$ cat config.mk
export PLATFORM = sky130hd
export DESIGN_NAME = serdesphy_pll_lock_ctrl
export DESIGN_NICKNAME = d
export VERILOG_FILES = /design/src/rtl/serdesphy_pll_pkg.sv /design/src/rtl/serdesphy_pll_stability_mon.sv /design/src/rtl/serdesphy_pll_lock_ctrl.sv
export SDC_FILE = /design/constraint.sdc
export NUM_CORES = 1
export LEC_CHECK = 0
export BUFFER_PORTS_ARGS = -buffer_cell sky130_fd_sc_hd__buf_2
export CORE_ASPECT_RATIO = 0.6
export CORE_MARGIN = 5
export CORE_UTILIZATION = 30
export CTS_CLUSTER_SIZE = 20
export DETAILED_ROUTE_END_ITERATION = 6
export PLACE_DENSITY_LB_ADDON = 0.3
export SLEW_MARGIN = 20
export SYNTH_ARGS = -nofsm -noshare
export SYNTH_HDL_FRONTEND = slang
export SYNTH_HIERARCHICAL = 1
export SYNTH_SLANG_ARGS = --single-unit
$ cat constraint.sdc
create_clock -name clk -period 4.4 [get_ports clk]
set_clock_uncertainty 0.15 [all_clocks]
set_input_delay 0.44 -clock clk [delete_from_list [all_inputs] [get_ports clk]]
set_output_delay 0.44 -clock clk [all_outputs]
set_load 0.01 [all_outputs]
$ cat src/rtl/serdesphy_pll_pkg.sv
// Shared state encoding and default tuning constants for the PHY PLL lock controller.
package serdesphy_pll_pkg;

  typedef enum logic [2:0] {
    ST_IDLE   = 3'd0,
    ST_SETTLE = 3'd1,
    ST_CHECK  = 3'd2,
    ST_RETUNE = 3'd3,
    ST_TRACK  = 3'd4,
    ST_LOCKED = 3'd5,
    ST_FAULT  = 3'd6
  } pll_state_e;

  localparam int unsigned PLL_SETTLE_DEF      = 64;
  localparam logic [7:0]  PLL_RAIL_LO_DEF     = 8'h10;
  localparam logic [7:0]  PLL_RAIL_HI_DEF     = 8'hF0;
  localparam int unsigned PLL_LOCK_WIN_DEF    = 4;
  localparam int unsigned PLL_UNLOCK_WIN_DEF  = 12;
  localparam int unsigned PLL_LOCK_COUNT_DEF  = 256;
  localparam int unsigned PLL_BAND_W_DEF      = 3;
  localparam logic [2:0]  PLL_BAND_DEF        = 3'd4;
  localparam int unsigned PLL_MAX_RETUNE_DEF  = 15;

endpackage

$ cat src/rtl/serdesphy_pll_stability_mon.sv
// Tracks the VCO control word against a reference and counts consecutive in-window cycles.
module serdesphy_pll_stability_mon #(
  parameter int unsigned LOCK_WINDOW   = 4,
  parameter int unsigned UNLOCK_WINDOW = 12,
  parameter int unsigned LOCK_COUNT    = 256
) (
  input  logic       clk,
  input  logic       rst_n,
  input  logic       load_i,
  input  logic       count_i,
  input  logic [7:0] vco_control_i,
  output logic       within_lock_o,
  output logic       beyond_unlock_o,
  output logic       stable_done_o
);

  localparam int unsigned CNT_W = $clog2(LOCK_COUNT + 1);
  localparam logic [CNT_W-1:0] STABLE_LAST = CNT_W'(LOCK_COUNT - 1);
  localparam logic [8:0] LOCK_WIN_9   = 9'(LOCK_WINDOW);
  localparam logic [8:0] UNLOCK_WIN_9 = 9'(UNLOCK_WINDOW);

  logic [7:0]       ref_q, ref_d;
  logic [CNT_W-1:0] stable_q, stable_d;
  logic [8:0]       diff;

  always_comb begin
    if (vco_control_i >= ref_q) diff = {1'b0, vco_control_i} - {1'b0, ref_q};
    else                        diff = {1'b0, ref_q} - {1'b0, vco_control_i};
  end

  assign within_lock_o   = (diff <= LOCK_WIN_9);
  assign beyond_unlock_o = (diff > UNLOCK_WIN_9);
  assign stable_done_o   = within_lock_o && (stable_q >= STABLE_LAST);

  // An out-of-window sample becomes the new reference, restarting the run.
  always_comb begin
    ref_d    = ref_q;
    stable_d = stable_q;
    if (load_i) begin
      ref_d    = vco_control_i;
      stable_d = '0;
    end else if (count_i) begin
      if (within_lock_o) begin
        if (stable_q != '1) stable_d = stable_q + 1'b1;
      end else begin
        ref_d    = vco_control_i;
        stable_d = '0;
      end
    end
  end

  always_ff @(posedge clk) begin
    if (!rst_n) begin
      ref_q    <= '0;
      stable_q <= '0;
    end else begin
      ref_q    <= ref_d;
      stable_q <= stable_d;
    end
  end

endmodule

$ cat src/rtl/serdesphy_pll_lock_ctrl.sv
// PLL sequencing controller: loop filter enable, coarse band calibration, lock detect and fault.
module serdesphy_pll_lock_ctrl
  import serdesphy_pll_pkg::*;
#(
  parameter int unsigned SETTLE_CYCLES = PLL_SETTLE_DEF,
  parameter logic [7:0]  RAIL_LO       = PLL_RAIL_LO_DEF,
  parameter logic [7:0]  RAIL_HI       = PLL_RAIL_HI_DEF,
  parameter int unsigned LOCK_WINDOW   = PLL_LOCK_WIN_DEF,
  parameter int unsigned UNLOCK_WINDOW = PLL_UNLOCK_WIN_DEF,
  parameter int unsigned LOCK_COUNT    = PLL_LOCK_COUNT_DEF,
  parameter int unsigned BAND_W        = PLL_BAND_W_DEF,
  parameter int unsigned MAX_RETUNE    = PLL_MAX_RETUNE_DEF
) (
  input  logic              clk,
  input  logic              rst_n,
  input  logic              pll_en,
  input  logic [7:0]        vco_control,
  output logic              lf_enable,
  output logic [BAND_W-1:0] vco_band,
  output logic              pll_lock,
  output logic              pll_fault,
  output logic              cal_busy,
  output logic [2:0]        state_dbg
);

  localparam int unsigned SET_W = (SETTLE_CYCLES > 2) ? $clog2(SETTLE_CYCLES) : 1;
  localparam int unsigned RT_W  = ($clog2(MAX_RETUNE + 1) > 4) ? $clog2(MAX_RETUNE + 1) : 4;
  localparam logic [SET_W-1:0]  SETTLE_LAST  = SET_W'(SETTLE_CYCLES - 1);
  localparam logic [RT_W-1:0]   RETUNE_LIMIT = RT_W'(MAX_RETUNE);
  localparam logic [BAND_W-1:0] BAND_RESET   = BAND_W'(1) << (BAND_W - 1);
  localparam logic [BAND_W-1:0] BAND_TOP     = '1;

  pll_state_e        state_q;
  logic [BAND_W-1:0] band_q;
  logic [RT_W-1:0]   retune_q;
  logic [SET_W-1:0]  settle_q;
  logic              lf_q, lock_q, fault_q, busy_q;

  logic rail_hi, rail_lo, rail_hit;
  logic within_lock, beyond_unlock, stable_done;
  logic mon_load, mon_count;

  assign rail_hi  = (vco_control >= RAIL_HI);
  assign rail_lo  = (vco_control <= RAIL_LO);
  assign rail_hit = rail_hi || rail_lo;

  // Reference is captured every CHECK cycle; only the TRACK exit actually consumes it.
  assign mon_load  = (state_q == ST_CHECK) ||
                     ((state_q == ST_LOCKED) && beyond_unlock && !rail_hit);
  assign mon_count = pll_en && (state_q == ST_TRACK) && !rail_hit;

  serdesphy_pll_stability_mon #(
    .LOCK_WINDOW   (LOCK_WINDOW),
    .UNLOCK_WINDOW (UNLOCK_WINDOW),
    .LOCK_COUNT    (LOCK_COUNT)
  ) u_stab (
    .clk             (clk),
    .rst_n           (rst_n),
    .load_i          (mon_load),
    .count_i         (mon_count),
    .vco_control_i   (vco_control),
    .within_lock_o   (within_lock),
    .beyond_unlock_o (beyond_unlock),
    .stable_done_o   (stable_done)
  );

  always_ff @(posedge clk) begin
    if (!rst_n) begin
      state_q  <= ST_IDLE;
      band_q   <= BAND_RESET;
      retune_q <= '0;
      settle_q <= '0;
      lf_q     <= 1'b0;
      lock_q   <= 1'b0;
      fault_q  <= 1'b0;
      busy_q   <= 1'b0;
    end else if (!pll_en) begin
      state_q  <= ST_IDLE;
      retune_q <= '0;
      settle_q <= '0;
      lf_q     <= 1'b0;
      lock_q   <= 1'b0;
      fault_q  <= 1'b0;
      busy_q   <= 1'b0;
    end else begin
      case (state_q)
        ST_IDLE: begin
          state_q  <= ST_SETTLE;
          settle_q <= '0;
          lf_q     <= 1'b1;
          busy_q   <= 1'b1;
        end
        ST_SETTLE: begin
          if (settle_q == SETTLE_LAST) state_q  <= ST_CHECK;
          else                         settle_q <= settle_q + 1'b1;
        end
        ST_CHECK: begin
          if (rail_hi && (band_q != BAND_TOP)) begin
            band_q  <= band_q + 1'b1;
            state_q <= ST_RETUNE;
            lf_q    <= 1'b0;
          end else if (rail_lo && (band_q != '0)) begin
            band_q  <= band_q - 1'b1;
            state_q <= ST_RETUNE;
            lf_q    <= 1'b0;
          end else if (rail_hit) begin
            state_q <= ST_FAULT;
            lf_q    <= 1'b0;
            fault_q <= 1'b1;
            busy_q  <= 1'b0;
          end else begin
            state_q <= ST_TRACK;
          end
        end
        ST_RETUNE: begin
          if (retune_q == RETUNE_LIMIT) begin
            state_q <= ST_FAULT;
            fault_q <= 1'b1;
            busy_q  <= 1'b0;
          end else begin
            retune_q <= retune_q + 1'b1;
            state_q  <= ST_SETTLE;
            settle_q <= '0;
            lf_q     <= 1'b1;
          end
        end
        ST_TRACK: begin
          if (rail_hit) begin
            state_q <= ST_CHECK;
          end else if (stable_done) begin
            state_q <= ST_LOCKED;
            lock_q  <= 1'b1;
            busy_q  <= 1'b0;
          end
        end
        ST_LOCKED: begin
          if (rail_hit) begin
            state_q <= ST_CHECK;
            lock_q  <= 1'b0;
            busy_q  <= 1'b1;
          end else if (beyond_unlock) begin
            state_q <= ST_TRACK;
            lock_q  <= 1'b0;
            busy_q  <= 1'b1;
          end
        end
        ST_FAULT: state_q <= ST_FAULT;
        default:  state_q <= ST_IDLE;
      endcase
    end
  end

  assign lf_enable = lf_q;
  assign vco_band  = band_q;
  assign pll_lock  = lock_q;
  assign pll_fault = fault_q;
  assign cal_busy  = busy_q;
  assign state_dbg = state_q;

endmodule

# Word level (Yosys, flattened, before mapping)
# Index checks and enable logic that the tools add are counted.
[totals]
reg_bits = 37
out_inout_bits = 10
[classes]
n_lt_le_gt_ge = 6
reduce_logical = 31
muxes = 44
n_addsub = 7
eq_ne = 24
bitwise = 2
[op_table]
columns = ["operator", "n"]
rows = [
  ["two-way mux 3 bit", 10],
  ["two-way mux 9 bit", 3],
  ["two-way mux 8 bit", 3],
  ["!= test 2 bit (second input constant)", 11],
  ["one-hot mux 3 bit (7 select lines)", 1],
  ["two-way mux 1 bit", 19],
  ["one-hot mux 6 bit (3 select lines)", 1],
  ["subtractor 8 x 8 -> 9 bit", 2],
  ["two-way mux 6 bit", 2],
  ["AND reduction 3 bit", 4],
  ["adder 9 x 1 -> 9 bit (second input constant)", 1],
  ["equality test 3 bit (second input constant)", 3],
  ["greater-or-equal comparator 9 x 8 -> 1 bit (second input constant)", 1],
  ["greater-than comparator 9 x 4 -> 1 bit (second input constant)", 1],
  ["<= comparator 9 x 3 -> 1 bit (second input constant)", 1],
  ["!= test 3 bit (second input constant)", 3],
  ["!= test 9 bit (second input constant)", 1],
  ["nonzero test 3 bit", 3],
  ["greater-or-equal comparator 8 bit", 1],
  ["greater-or-equal comparator 8 bit (second input constant)", 1],
  ["<= comparator 8 x 5 -> 1 bit (second input constant)", 1],
  ["AND reduction 2 bit", 4],
  ["AND reduction 8 bit", 1],
  ["nonzero test 2 bit", 4],
  ["other kinds (22)", 32],
]

# Depth between registers and ports, before layout
[depth]
ltp_word = 8
ltp_mapped = 21

# Modules after synthesis
# The synthesis kept the hierarchy.
[by_module_without_submodules]
columns = ["mod", "instances", "cells_each", "area_each_um2"]
rows = [
  ["serdesphy_pll_stability_mon", 1, 250, 1896.8],
  ["serdesphy_pll_lock_ctrl", 1, 141, 1196.1],
]

# Worst setup path before layout
# OpenSTA, ideal clock, no wires.
[synth_timing]
kind = "input to register"
from = "input vco_control[0]"
to = "register u_stab.stable_q[7]"
arrival_time_ns = 4.095
setup_slack_ns = 0.076
setup_ns = 0.079
required_time_ns = 4.171
path_stages = 20
path_cell_list = "ha_1 -> inv_1 -> fa_1 -> a211o_1 -> a221oi_2 -> o22ai_1 -> or4b_4 -> nor4b_4 -> or2_2 -> clkbuf_2 -> buf_4 -> o21ai_0 -> nand2_1 -> o22ai_1 -> nand2b_1 -> buf_1 -> nor3_1 -> nand3_1 -> a211o_1 -> o211ai_1"
[synth_via]
elab_chain_len = 7
elab_cells_between_ends = 18
cone_classes = "add/sub: 2; order compare: 5; eq/ne: 1; mux: 2; reduce/logical: 8"
[synth_rtl]
columns = ["element", "line_no", "source"]
rows = [
  ["start: declaration", "serdesphy_pll_lock_ctrl.sv:17", "input logic [7:0] vco_control,"],
  ["subtractor 8 x 8 -> 9 bit (tied with other cells)", "serdesphy_pll_stability_mon.sv:28", "else diff = {1'b0, ref_q} - {1'b0, vco_control_i};"],
  ["two-way mux 9 bit (*)", "serdesphy_pll_stability_mon.sv:27", "if (vco_control_i >= ref_q) diff = {1'b0, vco_control_i} - {1'b0, ref_q};"],
  ["greater-than comparator 9 x 4 -> 1 bit (*)", "serdesphy_pll_stability_mon.sv:32", "assign beyond_unlock_o = (diff > UNLOCK_WIN_9);"],
  ["via beyond_unlock", "serdesphy_pll_lock_ctrl.sv:40", "logic within_lock, beyond_unlock, stable_done;"],
  ["logical AND 1 bit (*) (2 in series)", "serdesphy_pll_lock_ctrl.sv:49", "((state_q == ST_LOCKED) && beyond_unlock && !rail_hit);"],
  ["logical OR 1 bit (*)", "serdesphy_pll_lock_ctrl.sv:48", "assign mon_load = (state_q == ST_CHECK) ||"],
  ["via mon_load", "serdesphy_pll_lock_ctrl.sv:41", "logic mon_load, mon_count;"],
  ["OR reduction 2 bit (no source line) (*)", "n/a", ""],
  ["end signal: assignment", "serdesphy_pll_stability_mon.sv:58", "stable_q <= stable_d;"],
  ["end: declaration", "serdesphy_pll_stability_mon.sv:23", "logic [CNT_W-1:0] stable_q, stable_d;"],
]
# The timed path passes the listed nets; every way through them passes the cells marked *.
# A chain may end at the register's enable or synchronous reset.

# Final worst setup path
[layout_timing]
from = "register u_stab.ref_q[0]"
to = "register u_stab.ref_q[3]"
[layout_via]
elab_chain_len = 8
elab_cells_between_ends = 13
cone_classes = "add/sub: 2; order compare: 3; eq/ne: 1; mux: 2; reduce/logical: 5"
[layout_rtl]
columns = ["element", "line_no", "source"]
rows = [
  ["start: declaration", "serdesphy_pll_stability_mon.sv:22", "logic [7:0] ref_q, ref_d;"],
  ["start signal: assignment", "serdesphy_pll_stability_mon.sv:57", "ref_q <= ref_d;"],
  ["subtractor 8 x 8 -> 9 bit (tied with other cells)", "serdesphy_pll_stability_mon.sv:28", ""],
  ["two-way mux 9 bit (*)", "serdesphy_pll_stability_mon.sv:27", ""],
  ["greater-than comparator 9 x 4 -> 1 bit (*)", "serdesphy_pll_stability_mon.sv:32", ""],
  ["via beyond_unlock", "serdesphy_pll_lock_ctrl.sv:40", ""],
  ["logical AND 1 bit (*) (2 in series)", "serdesphy_pll_lock_ctrl.sv:49", ""],
  ["logical OR 1 bit (*)", "serdesphy_pll_lock_ctrl.sv:48", ""],
  ["via mon_load", "serdesphy_pll_lock_ctrl.sv:41", ""],
  ["!= test 2 bit (no source line) / nonzero test 2 bit (equally long branches)", "n/a", ""],
  ["AND reduction 2 bit (no source line)", "n/a", ""],
]
# Marked as above.

==> results.cfg <==
[run_status]
status = finished, final reports clean

[clock_network]
clock-sinks = 37
root_buffer = sky130_fd_sc_hd__clkbuf_16
clock_tree.buffer_depth = 2
cts-buffers-inserted = 5
cts.clk_slew.worst_paths_ps = 60
cts_tree = done
htree_num_levels = 2
post_cts_hold_buffer_count = 0
clock_insertion_delay_worst_skew_ps = 290

[pwr]
power.share.combinational_pct = 17.8
internal-power_uw = 672
switching_share_of_power_pct = 28.7
leakagePower_nw = 1.45
power_frac_clock_pct = 45.3
power.density_cell_area_nw_per_um2 = 269
vdd_ir_drop_max_mv = 0.157
pwr-share-seq_pct = 36.9
power.switching_uw = 271

[setup_path]
worstPathRequired_ps = 4470
cpMaxStageDelayCell = sky130_fd_sc_hd__or4b_4
timing.critical_path.to_type = flip-flop
critical_path_startpoint = u_stab/ref_q[0]
reg2reg_slack_ps = 260
critical_path.startpoint_type = flip-flop
startpoint_of_the_worst_slack_reg_to_reg_timing_path = u_stab/ref_q[0]
worst_setup_path_endpoint = u_stab/ref_q[3]
critical_path.max_fanout = 8
timing.critical_path.cells = inv_1 -> ha_1 -> inv_1 -> fa_1 -> a211o_1 -> a221oi_2 -> o22ai_1 -> or4b_4 -> nor4b_4 -> or2_2 -> o21ai_0 -> nand2_1 -> o22ai_2 -> or2_2 -> o31ai_4 -> buf_4 -> mux2i_1
cp.arrival_ps = 4210
cp_slowest_stage_delay_ps = 500
timing_worst_setup_path_type = flip-flop to flip-flop
r2r_cells = 17
timing.rr.end = u_stab/ref_q[3]

[grt]
first_pass_grt_wire_length_um = 13100
antenna_found_initial = 0
via_count_of_the_first_global_routing_pass = 2603
grt_overflow_total = 0
grt_util_all_layers_pct = 12.9
largest_net_degree_at_the_start_of_global_routing = 25

[sta]
min_period_over_period_pct = 94.1
grt_setup_unrepaired = false
timing.max_slew.rel_slack_pct = 54.6
max_freq_ghz = 0.241
post_layout_worst_setup_margin_ps = 259
count_of_final_hold_check_violations = 0
setup_tns_ps = 0
final-setup-viol-count = 0
worst_pin_slew_ps = 676
finalWorstPathRequiredPeriod_ps = 4140
report.final.slew_viol_count = 0

[finish]
nets = 440
layout-drive-gt1-share_pct = 13.8
instances_no_fill = 541
multi_input_gate_area_sq_um = 2170
num_antenna_cells = 0
nFillCells = 1037
flow.area_growth_from_synthesis_pct = 13.4
finish.instance_area_sq_um = 3500
area.sequential_sq_um = 741
utilization_pct = 35.2

[floorplan]
effective_utilization_at_floorplan_pct = 31.0
die_height_um = 88.6
num_rows = 28
core_sq_um = 9950
design.die.area_sq_um = 12500
design.portCount = 21
die_width_um = 141

[yosys]
synth_warnings = 6
post_synth.cell_area_avg_sq_um = 7.92
synth_area_sq_um = 3090
syn-instance-count = 390
synthesis.nets = 425

[route]
wire_per_inst_um = 14.4
routed_wl_um = 7780
vias = 2794
count_of_tritonroute_iterations_in_the_first_routing_pass = 4
route.antenna.remaining_nets = 0
drt_iter0_markers = 183
post_drt_via_cell_ratio = 5.16
post-route-drc-count = 0

[placement]
dp_cells = 533
final_weighted_congestion_in_routability_driven_placement = 0.819
io_buffers = 20
placement.cell_area_sq_um = 3320
post-dp-hpwl_um = 5860
post-place-ws_ps = -8.26

[worst_hold_path]
hold_path.startpoint = vco_control[0]
min_path_type = input pin to flip-flop

[flow_run]
cap_viol_max_count = 0
-- layer usage --
| layer | vias to the layer above | track usage (%) | part of all wire [%] |
|---|---|---|---|
| met1 | 1303 | 19.2 | 55 |
| li1 | 1438 | - | - |
| met2 | 44 | 18.7 | 40 |
| met5 | - | 0 | 0 |
| met3 | 9 | 2.59 | 3.4 |
| met4 | 0 | 3.78 | 1.4 |
-- layout by cell type, fill, tap and decap left out, types with 3 or more instances in the layout --
master	instances
sky130_fd_sc_hd__and3_1	11
sky130_fd_sc_hd__nor3_1	9
sky130_fd_sc_hd__o211ai_1	8
sky130_fd_sc_hd__a21o_1	3
sky130_fd_sc_hd__nor3b_1	7
sky130_fd_sc_hd__clkbuf_16	5
sky130_fd_sc_hd__nand2b_1	11
sky130_fd_sc_hd__or3_1	3
sky130_fd_sc_hd__a31oi_1	3
sky130_fd_sc_hd__nor2b_1	10
sky130_fd_sc_hd__nand3b_1	5
sky130_fd_sc_hd__nor2_1	29
sky130_fd_sc_hd__buf_4	7
sky130_fd_sc_hd__nand3_1	9
sky130_fd_sc_hd__nand2_1	41
sky130_fd_sc_hd__a41oi_1	6
sky130_fd_sc_hd__buf_2	20
sky130_fd_sc_hd__a211o_1	4
sky130_fd_sc_hd__mux2i_1	14
sky130_fd_sc_hd__or2_2	5
sky130_fd_sc_hd__xnor2_1	3
sky130_fd_sc_hd__dfxtp_1	37
sky130_fd_sc_hd__a21oi_1	23
sky130_fd_sc_hd__xor2_1	8
sky130_fd_sc_hd__a211oi_1	3
sky130_fd_sc_hd__ha_1	21
sky130_fd_sc_hd__inv_1	26
sky130_fd_sc_hd__o21ai_0	13
sky130_fd_sc_hd__fa_1	3
sky130_fd_sc_hd__nand4_1	9
-- power by group through the flow --
stage | Combinational (mW) | Sequential [mW] | Clock (mW)
floorplan | 0.120 | 0.352 | 0
global placement | 0.164 | 0.355 | 0
detailed placement | 0.166 | 0.355 | 0
CTS | 0.167 | 0.348 | 0.438
global route | 0.185 | 0.349 | 0.450
finish | 0.168 | 0.348 | 0.427
-- worst min-delay path by stage --
stage / end / depth (start not counted)
final: u_stab/ref_q[0] / 3
after global routing: u_stab/ref_q[0] / 3
after CTS: u_stab/ref_q[0] / 3
after detailed placement: lf_enable / 2
after global placement: lf_enable / 2
after floorplan: u_stab/ref_q[0] / 2
-- cell type report --
cell class	instances	area share, %
Multi-Input combinational cell	308	62.0
Sequential cell	37	21.1
Tap cell	135	4.82
Timing Repair Buffer	27	4.36
Clock buffer	5	3.57
Inverter	26	2.78
Clock inverter	3	1.32
-- worst max-delay path: cells and delay by family, from the launching register on --
kind / cells / cell delay, ps
simple gates: 5 / 1440
compound gates: 6 / 1030
fa+ha+maj: 2 / 560
buf+inv: 3 / 360
flops: 1 / 330
mux: 1 / 210
-- registers in the layout (all words and copies together), names as in the netlist --
| signal | count |
|---|---|
| pll_fault | 1 |
| cal_busy | 1 |
| u_stab/ref_q | 8 |
| u_stab/stable_q | 9 |
| vco_band | 3 |
| pll_lock | 1 |
| retune_q | 4 |
| settle_q | 6 |
| lf_enable | 1 |
| state_dbg | 3 |
-- what timing repair did --
| action | 4_1_cts | 5_1_grt |
|---|---|---|
| setup endpoints to repair | 0 | 2 |
| resized for setup | 0 | 2 |
| setup buffers | 0 | 0 |
| hold endpoints to repair | 0 | 0 |
-- metrics by stage --
stage	hold WS [ps]	total power [mW]
after global placement	299	0.519
after floorplan	305	0.472
final	293	0.942
after detailed placement	297	0.521
after CTS	286	0.952
after global routing	301	0.984
Note: power is estimated with default switching activity, not from simulation.
